==> src/rtl/param_seq_detector_if.sv <==
// ============================================================================
//  Module   : param_seq_detector_if
//  Purpose  : Configuration, serial-data and status bundle for the detector.
//  Revision : 1.0  initial release
// ============================================================================
`default_nettype none

interface param_seq_detector_if #(
    parameter int MAX_LEN = 8,
    parameter int CNT_W   = 8,
    parameter int LEN_W   = $clog2(MAX_LEN) + 1
);
    logic               cfg_load_i;
    logic [MAX_LEN-1:0] cfg_pattern_i;
    logic [LEN_W-1:0]   cfg_len_i;
    logic               cfg_overlap_i;
    logic               data_valid_i;
    logic               data_in_i;
    logic               cnt_clr_i;
    logic               detected_o;
    logic [CNT_W-1:0]   match_count_o;
    logic               armed_o;
    logic               cfg_err_o;

    modport master (
        output cfg_load_i, cfg_pattern_i, cfg_len_i, cfg_overlap_i,
        output data_valid_i, data_in_i, cnt_clr_i,
        input  detected_o, match_count_o, armed_o, cfg_err_o
    );

    modport slave (
        input  cfg_load_i, cfg_pattern_i, cfg_len_i, cfg_overlap_i,
        input  data_valid_i, data_in_i, cnt_clr_i,
        output detected_o, match_count_o, armed_o, cfg_err_o
    );
endinterface

`default_nettype wire

==> src/rtl/param_seq_detector.sv <==
// ============================================================================
//  Module   : param_seq_detector
//  Purpose  : Run-time configurable serial pattern detector with match counter.
//  Revision : 1.0  initial release
// ============================================================================
`default_nettype none

module param_seq_detector #(
    parameter  int MAX_LEN = 8,
    parameter  int CNT_W   = 8,
    localparam int LEN_W   = $clog2(MAX_LEN) + 1
) (
    input  logic                 clk,
    input  logic                 reset,
    param_seq_detector_if.slave  bus
);
    typedef enum logic [0:0] {
        S_UNCFG = 1'b0,
        S_ARMED = 1'b1
    } state_t;

    localparam logic [LEN_W-1:0] c_MAX_FILL = LEN_W'(MAX_LEN);
    localparam logic [CNT_W-1:0] c_CNT_MAX  = {CNT_W{1'b1}};

    state_t             state_q, state_d;
    logic [MAX_LEN-1:0] pat_q, pat_d;
    logic [LEN_W-1:0]   len_q, len_d;
    logic               ovl_q, ovl_d;
    logic [MAX_LEN-1:0] hist_q, hist_d;
    logic [LEN_W-1:0]   fill_q, fill_d;
    logic               det_q, det_d;
    logic [CNT_W-1:0]   cnt_q, cnt_d;
    logic               err_q, err_d;

    logic               w_accept;
    logic               w_legal;
    logic [MAX_LEN-1:0] w_nh;
    logic [MAX_LEN-1:0] w_mask;
    logic               w_enough;
    logic               w_match;

    assign w_legal  = (bus.cfg_len_i != '0) && (bus.cfg_len_i <= c_MAX_FILL);
    assign w_accept = (state_q == S_ARMED) && bus.data_valid_i && !bus.cfg_load_i;
    assign w_nh     = {hist_q[MAX_LEN-2:0], bus.data_in_i};
    // Only the low len bits take part; len_q is legal whenever armed.
    assign w_mask   = {MAX_LEN{1'b1}} >> (c_MAX_FILL - len_q);
    assign w_enough = ({1'b0, fill_q} + {{LEN_W{1'b0}}, 1'b1}) >= {1'b0, len_q};
    assign w_match  = w_accept && w_enough && ((w_nh & w_mask) == (pat_q & w_mask));

    always_ff @(posedge clk) begin
        if (reset) begin
            state_q <= S_UNCFG;
            pat_q   <= '0;
            len_q   <= '0;
            ovl_q   <= 1'b0;
            hist_q  <= '0;
            fill_q  <= '0;
            det_q   <= 1'b0;
            cnt_q   <= '0;
            err_q   <= 1'b0;
        end else begin
            state_q <= state_d;
            pat_q   <= pat_d;
            len_q   <= len_d;
            ovl_q   <= ovl_d;
            hist_q  <= hist_d;
            fill_q  <= fill_d;
            det_q   <= det_d;
            cnt_q   <= cnt_d;
            err_q   <= err_d;
        end
    end

    always_comb begin
        state_d = state_q;
        pat_d   = pat_q;
        len_d   = len_q;
        ovl_d   = ovl_q;
        hist_d  = hist_q;
        fill_d  = fill_q;
        det_d   = 1'b0;
        err_d   = err_q;
        cnt_d   = cnt_q;

        if (bus.cfg_load_i) begin
            pat_d   = bus.cfg_pattern_i;
            len_d   = bus.cfg_len_i;
            ovl_d   = bus.cfg_overlap_i;
            hist_d  = '0;
            fill_d  = '0;
            state_d = w_legal ? S_ARMED : S_UNCFG;
            err_d   = !w_legal;
        end else if (w_accept) begin
            hist_d = w_nh;
            det_d  = w_match;
            if (w_match && !ovl_q) begin
                fill_d = '0;
            end else if (fill_q != c_MAX_FILL) begin
                fill_d = fill_q + LEN_W'(1);
            end
        end

        // A clear coinciding with a match leaves that match counted.
        if (bus.cnt_clr_i) begin
            cnt_d = w_match ? CNT_W'(1) : '0;
        end else if (w_match && (cnt_q != c_CNT_MAX)) begin
            cnt_d = cnt_q + CNT_W'(1);
        end
    end

    assign bus.detected_o    = det_q;
    assign bus.match_count_o = cnt_q;
    assign bus.armed_o       = (state_q == S_ARMED);
    assign bus.cfg_err_o     = err_q;
endmodule

`default_nettype wire

==> src/flat_wrapper.sv <==
// flat-port wrapper written by rule: the top's interface ports become plain ports
module param_seq_detector_flat 
#(
    parameter  int MAX_LEN = 8,
    parameter  int CNT_W   = 8,
    localparam int LEN_W   = $clog2(MAX_LEN) + 1
)
  (clk, reset, bus_cfg_load_i, bus_cfg_pattern_i, bus_cfg_len_i, bus_cfg_overlap_i, bus_data_valid_i, bus_data_in_i, bus_cnt_clr_i, bus_detected_o, bus_match_count_o, bus_armed_o, bus_cfg_err_o);
  param_seq_detector_if #(.MAX_LEN(MAX_LEN), .CNT_W(CNT_W)) bus_i ();
  input  logic clk;
  input  logic reset;
  input wire logic [$bits(bus_i.cfg_load_i)-1:0] bus_cfg_load_i;
  input wire logic [$bits(bus_i.cfg_pattern_i)-1:0] bus_cfg_pattern_i;
  input wire logic [$bits(bus_i.cfg_len_i)-1:0] bus_cfg_len_i;
  input wire logic [$bits(bus_i.cfg_overlap_i)-1:0] bus_cfg_overlap_i;
  input wire logic [$bits(bus_i.data_valid_i)-1:0] bus_data_valid_i;
  input wire logic [$bits(bus_i.data_in_i)-1:0] bus_data_in_i;
  input wire logic [$bits(bus_i.cnt_clr_i)-1:0] bus_cnt_clr_i;
  output wire logic [$bits(bus_i.detected_o)-1:0] bus_detected_o;
  output wire logic [$bits(bus_i.match_count_o)-1:0] bus_match_count_o;
  output wire logic [$bits(bus_i.armed_o)-1:0] bus_armed_o;
  output wire logic [$bits(bus_i.cfg_err_o)-1:0] bus_cfg_err_o;
  assign bus_i.cfg_load_i = bus_cfg_load_i;
  assign bus_i.cfg_pattern_i = bus_cfg_pattern_i;
  assign bus_i.cfg_len_i = bus_cfg_len_i;
  assign bus_i.cfg_overlap_i = bus_cfg_overlap_i;
  assign bus_i.data_valid_i = bus_data_valid_i;
  assign bus_i.data_in_i = bus_data_in_i;
  assign bus_i.cnt_clr_i = bus_cnt_clr_i;
  assign bus_detected_o = bus_i.detected_o;
  assign bus_match_count_o = bus_i.match_count_o;
  assign bus_armed_o = bus_i.armed_o;
  assign bus_cfg_err_o = bus_i.cfg_err_o;
  param_seq_detector #(.MAX_LEN(MAX_LEN), .CNT_W(CNT_W)) u_core (.clk(clk), .reset(reset), .bus(bus_i));
endmodule
==> config.mk <==
export PLATFORM = sky130hd
export DESIGN_NAME = param_seq_detector_flat
export DESIGN_NICKNAME = d
export VERILOG_FILES = /design/src/rtl/param_seq_detector_if.sv /design/src/rtl/param_seq_detector.sv /design/src/flat_wrapper.sv
export SDC_FILE = /design/constraint.sdc
export NUM_CORES = 1
export LEC_CHECK = 0
export CAP_MARGIN = 20
export CORE_AREA = 2 2 88 90
export CTS_BUF_LIST = sky130_fd_sc_hd__clkbuf_16
export CTS_CLUSTER_SIZE = 12
export DETAILED_ROUTE_END_ITERATION = 6
export DIE_AREA = 0 0 90 92
export PLACE_DENSITY = 0.43
export SLEW_MARGIN = 10
export SYNTH_ARGS = -nofsm -noshare
export SYNTH_HDL_FRONTEND = slang
export SYNTH_SLANG_ARGS = --single-unit
==> constraint.sdc <==
create_clock -name clk -period 2.9 [get_ports clk]
set_input_delay 0.725 -clock clk [delete_from_list [all_inputs] [get_ports clk]]
set_output_delay 0.725 -clock clk [all_outputs]
set_load 0.05 [all_outputs]
==> results of run 1 <==
-- cells in the mapped netlist, drive strengths merged --
| cell | count |
|---|---|
| nand3b | 2 |
| o22ai | 1 |
| o21ai | 6 |
| mux2i | 14 |
| nand3 | 8 |
| inv | 10 |
| and3b | 1 |
| a2111oi | 1 |
| nor2 | 23 |
| xor2 | 5 |
| a21oi | 17 |
| a211oi | 3 |
| nor3 | 7 |
| o31ai | 7 |
| buf | 5 |
| a31oi | 1 |
| or2 | 4 |
| or4 | 5 |
| nand2b | 1 |
| nand2 | 22 |
| xnor2 | 9 |
| clkbuf | 4 |
| o41a | 1 |
| ha | 10 |
| dfxtp | 35 |
| o2bb2ai | 1 |
| nor4 | 1 |
| o211ai | 1 |
-- kinds of logic after synthesis --
| logic type | Yosys count | synth area share, % |
|---|---|---|
| AOI/OAI and AO/OA | 39 | 13.8 |
| buffers and inverters | 19 | 4.54 |
| DFF | 35 | 39.1 |
| xor gates and xnor gates | 14 | 7.69 |
| and+or+nand+nor | 74 | 20.0 |
| muxes | 14 | 7.83 |
| adders and majority gates | 10 | 6.99 |
-- per-stage QoR --
stage                     power [mW]  hold WS, ps  utilization (%)
final                           1.26          470             31.7
after global routing            1.31          502             31.7
after CTS                       1.28          473             31.7
after detailed placement       0.655          465             29.5
after global placement         0.655          456             29.5
after floorplan                0.605          448                -
-- worst max path at each step --
stage / endpoint / slack, ps / startpoint
final: u_core.bus.match_count_o[5] / 460 / u_core.fill_q[0]
after CTS: u_core.bus.match_count_o[5] / 440 / u_core.fill_q[0]
after detailed placement: u_core.bus.match_count_o[5] / 310 / bus_data_in_i
after global placement: u_core.bus.match_count_o[5] / 330 / bus_data_in_i
after global routing: u_core.bus.match_count_o[5] / 180 / u_core.fill_q[0]
after floorplan: u_core.bus.match_count_o[2] / 810 / u_core.fill_q[0]
-- layer usage --
layer / track usage (%) / part of all wire [%] / vias up
met5: 0 / 0 / -
met4: 5.00 / 2.1 / 0
met3: 2.88 / 3.8 / 8
met2: 19.2 / 50 / 22
met1: 11.5 / 44 / 658
li1: - / - / 775
-- final cells by class --
class | count | area (um^2) | share of cell area (%)
well taps | 102 | 128 | 5.40
clock buffers | 5 | 125 | 5.29
clock inverters | 3 | 43.8 | 1.85
repair buffers | 33 | 320 | 13.6
flip-flops and latches | 35 | 701 | 29.6
multi-input cells | 151 | 1010 | 42.7
inverters | 10 | 37.5 | 1.59
-- sequential cells by signal, indices dropped and copies added, names as in the netlist --
| name | cells |
|---|---|
| u_core.hist_q | 7 |
| u_core.bus.armed_o | 1 |
| u_core.pat_q | 8 |
| u_core.len_q | 4 |
| u_core.fill_q | 4 |
| u_core.bus.cfg_err_o | 1 |
| u_core.bus.match_count_o | 8 |
| u_core.bus.detected_o | 1 |
| u_core.ovl_q | 1 |
-- worst max-delay path, cell delays in order, from the launching register on --
cell and delay, ps:
dfxtp_1 420, inv_1 70, ha_1 320, ha_1 280, a211oi_1 60, o21ai_0 230
nand3_1 320, or4_1 550, a21oi_1 140
-- power breakdown --
group          switching (mW)  internal [mW]
Clock                   0.210          0.405
Sequential             0.0119          0.494
Combinational          0.0723         0.0628
Total                   0.294          0.962
==> metrics, run 1 <==
clk sink count=35; Detailed Place HPWL=between 2 and 3 mm; Fin. Hold Viols=0; Via density=roughly 4.3; Slew Limit Headroom=53.5%; ANT cells=0; Yosys top cell area share=39.1%; Worst R2R End=u_core.bus.match_count_o[5]; Starting DRT DRC Count=37; die height=92 um; syn nets=234; full die area=about 8300 um^2; Skew-Pair Late Insertion Delay=280 ps; DRC=0; CTS Buf Count=5; hold path endpoint=u_core.hist_q[6]; RR Startpoint=u_core.fill_q[0]; CTS max path bufs=2; status=finished clean; Routed Antenna Nets=0; First-pass DRT Iterations=4; setup ws final=about 460 ps; post-CTS sizing=0; RSZ-0062 raised after global routing=false; GP Congestion=0.766; Root Driver=clkbuf_16; Final Skew=about 4.4 ps; Top Ports=30; via count=1,463; most common cell after layout, fill and taps aside=dfxtp_1; GRT overflow=0; FILL cells=831; hold_sp=u_core.hist_q[6]; Placed Cells=331; H-tree levels=2; hold crit path type=reg -> reg; Starting Density=about a quarter; Final nets=265; post-synthesis sequential area ratio=39.1%; number of synthesis warnings=0; P_leak=between 0.8 and 0.9 nW; syn_area_per_cell=approximately 8.7 um^2; CTS tree=yes; cts-stage hold buffer count=0; worst path required time=3120 ps; DP Area=2190 um^2; initial antenna violation count=0; Peak supply drop=0.228 mV; Least-Margin Pin Slew=697 ps; final setup violation count=0; Setup TNS Final=0 ps; Total GRT Usage=10.6%; Slew Viols, Final=0; routed wire length per instance=11.9 um; Post-Syn Area=1790 um^2; fin crit share=84.3%; f_max=409 MHz; Post CTS Setup Buffer Count=0; Buffers on Ports=29; ratio of cells with drive above 1 in the final layout=9.28%; synthesized instance count=205; Area Overhead vs Synth=32.0%; die width=~90 um; first-pass GRT wire length=6.90 mm; Worst EP arrival=2660 ps; Seq cells post-synth=35; Core ar.=about 7400 um^2; CP endpoint kind=flip-flop; Pwr per Cell Area=532 nW/um^2; pin count of the biggest net entering global routing=21; max-cap viol count=0; fin area=2360 um^2; Setup WS pre-CTS=307 ps; worst reg-to-reg setup slack=460 ps; row count=32; final WL=slightly above 4 mm; Min-Delay Path Depth=2; WS Path Type=reg -> reg; number of distinct library cells after synthesis=36; post-synth top area cell=dfxtp_1; number of global-route vias before repair=1,467; crit path launch type=flip-flop; min Tclk post-route=2440 ps; clock slew seen by the registers of the worst setup and hold paths=60 ps; R2R depth=8; Area contributors post-synth=dfxtp_1 (39%), mux2i_1 (7.8%), ha_1 (7.0%); Non-Filler Instances=339; crit-path max FO=11; most frequent cells in the layout=dfxtp_1 (35), clkdlybuf4s50_1 (29), nor2_1 (23), nand2_1 (22), a21oi_1 (15)
Power figures use the tool's default switching activity.
==> run 2: changes to the inputs <==
==> constraint.sdc (replaced) <==
create_clock -name clk -period 2.5 [get_ports clk]
set_input_delay 0.625 -clock clk [delete_from_list [all_inputs] [get_ports clk]]
set_output_delay 0.625 -clock clk [all_outputs]
set_load 0.05 [all_outputs]
==> metrics, run 2 (synthesis gave the netlist of run 1 again) <==
Core ar.=7450 um^2; min Tclk post-route=approximately 2200 ps; area occupied by multi-input gates=~1000 um^2; Final Skew=between 6 and 7 ps; GR Util met2=18.6%; fin area=roughly 2400 um^2; CP endpoint kind=flip-flop; Worst EP arrival=about 2400 ps; Placed Cells=334; Starting Density=24.0%; via count=1,479; die height=92 um; crit path launch type=flip-flop; Final nets=268; final setup violation count=0; most frequent cells in the layout=dfxtp_1 (34), clkdlybuf4s50_1 (29), nor2_1 (23), nand2_1 (22), a21oi_1 (15); Area Overhead vs Synth=34.3%; clock slew seen by the registers of the worst setup and hold paths=60 ps; hold crit path type=reg -> reg; Pwr per Cell Area=606 nW/um^2; pin count of the biggest net entering global routing=19; Detailed Place HPWL=approximately 3 mm; CTS Buf Count=5; worst path required time=2700 ps; Reg area=702 um^2; DP Area=2220 um^2; Root Driver=clkbuf_16; Min-Delay Path Depth=2; Non-Filler Instances=about 340; f_max=450 MHz; final WL=4.07 mm; initial antenna violation count=0; row count=32; Starting DRT DRC Count=38; Slew Viols, Final=0; Via density=4.32; Final Total Pwr=1.46 mW; busiest layer in global routing=met2; Setup TNS Final=0 ps; CTS max path bufs=2; First-pass DRT Iterations=4; Total GRT Usage=10.7%; fin crit share=approximately 89%; ratio of cells with drive above 1 in the final layout=12.1%; FILL cells=804; Least-Margin Pin Slew=500 ps; Routed Antenna Nets=0; Post CTS Setup Buffer Count=0; CTS tree=yes; Buffers on Ports=29; Skew-Pair Late Insertion Delay=280 ps; RSZ-0062 raised after global routing=false; R2R depth=8; Peak supply drop=0.305 mV; H-tree levels=2; met1 Use GR=12.5%; routed wire length per instance=around 12 um; die width=around 90 um; Slew Limit Headroom=66.6%; P_leak=0.878 nW; max-cap viol count=0; clk sink count=35; number of global-route vias before repair=1,479; GRT overflow=0; Top Ports=30; GP Congestion=0.773; WS Path Type=reg -> reg; first-pass GRT wire length=7.14 mm; ANT cells=0; status=finished clean; crit-path max FO=6; full die area=approximately 8300 um^2; met3 Usage GRT=2.79%; Fin. Hold Viols=0; DRC=0; most common cell after layout, fill and taps aside=dfxtp_1
run 2: area by class of cell:
cell class | instances | share of cell area [%]
inverter | 10 | 1.56
sequential | 35 | 29.2
clock inverter | 3 | 1.82
multi-input combinational | 151 | 42.7
tap | 102 | 5.31
timing repair buffer | 36 | 14.3
clock buffer | 5 | 5.20
run 2: final timing paths:
kind / from / to / slack (ps)
setup / recovery: u_core.fill_q[0] / u_core.bus.match_count_o[7] / 280
hold / removal: u_core.hist_q[6] / u_core.hist_q[6] / 470
setup reg to reg: u_core.fill_q[0] / u_core.bus.match_count_o[7] / 280
hold reg to reg: u_core.hist_q[6] / u_core.hist_q[6] / 470
run 2: through the flow:
| stage | setup slack [ps] | util, % | hold slack [ps] |
|---|---|---|---|
| 2_1_floorplan | 408 | - | 448 |
| 3_3_place_gp | 114 | 29.8 | 458 |
| 3_5_place_dp | 94.7 | 29.8 | 466 |
| 4_1_cts | 99.6 | 32.0 | 475 |
| 5_1_grt | 61.6 | 32.3 | 503 |
| 6_report | 277 | 32.3 | 467 |
run 2: worst max-delay path, cell delays in order, from the launching register on:
cell,delay [ps]
dfxtp_2,350
ha_1,240
xor2_2,170
ha_1,280
o21ai_0,70
o21ai_1,200
nand2_1,180
or4_1,500
a21oi_1,170
run 2: what timing repair did:
action	4_1_cts	5_1_grt
setup endpoints to repair	0	12
gates resized for setup	0	5
hold buffers	0	0
run 2: where the power goes:
| group | switching (mW) | leakage (nW) | internal, mW | total (mW) |
|---|---|---|---|---|
| Sequential | 0.0133 | 0.285 | 0.574 | 0.587 |
| Clock | 0.236 | 0.0838 | 0.470 | 0.706 |
| Combinational | 0.0868 | 0.508 | 0.0778 | 0.165 |
run 2: per-layer routing:
layer  share of wire (%)  vias up
li1                    -      776
met4                 1.7        0
met3                 3.9        4
met2                  49       21
met5                   0        -
met1                  45      678
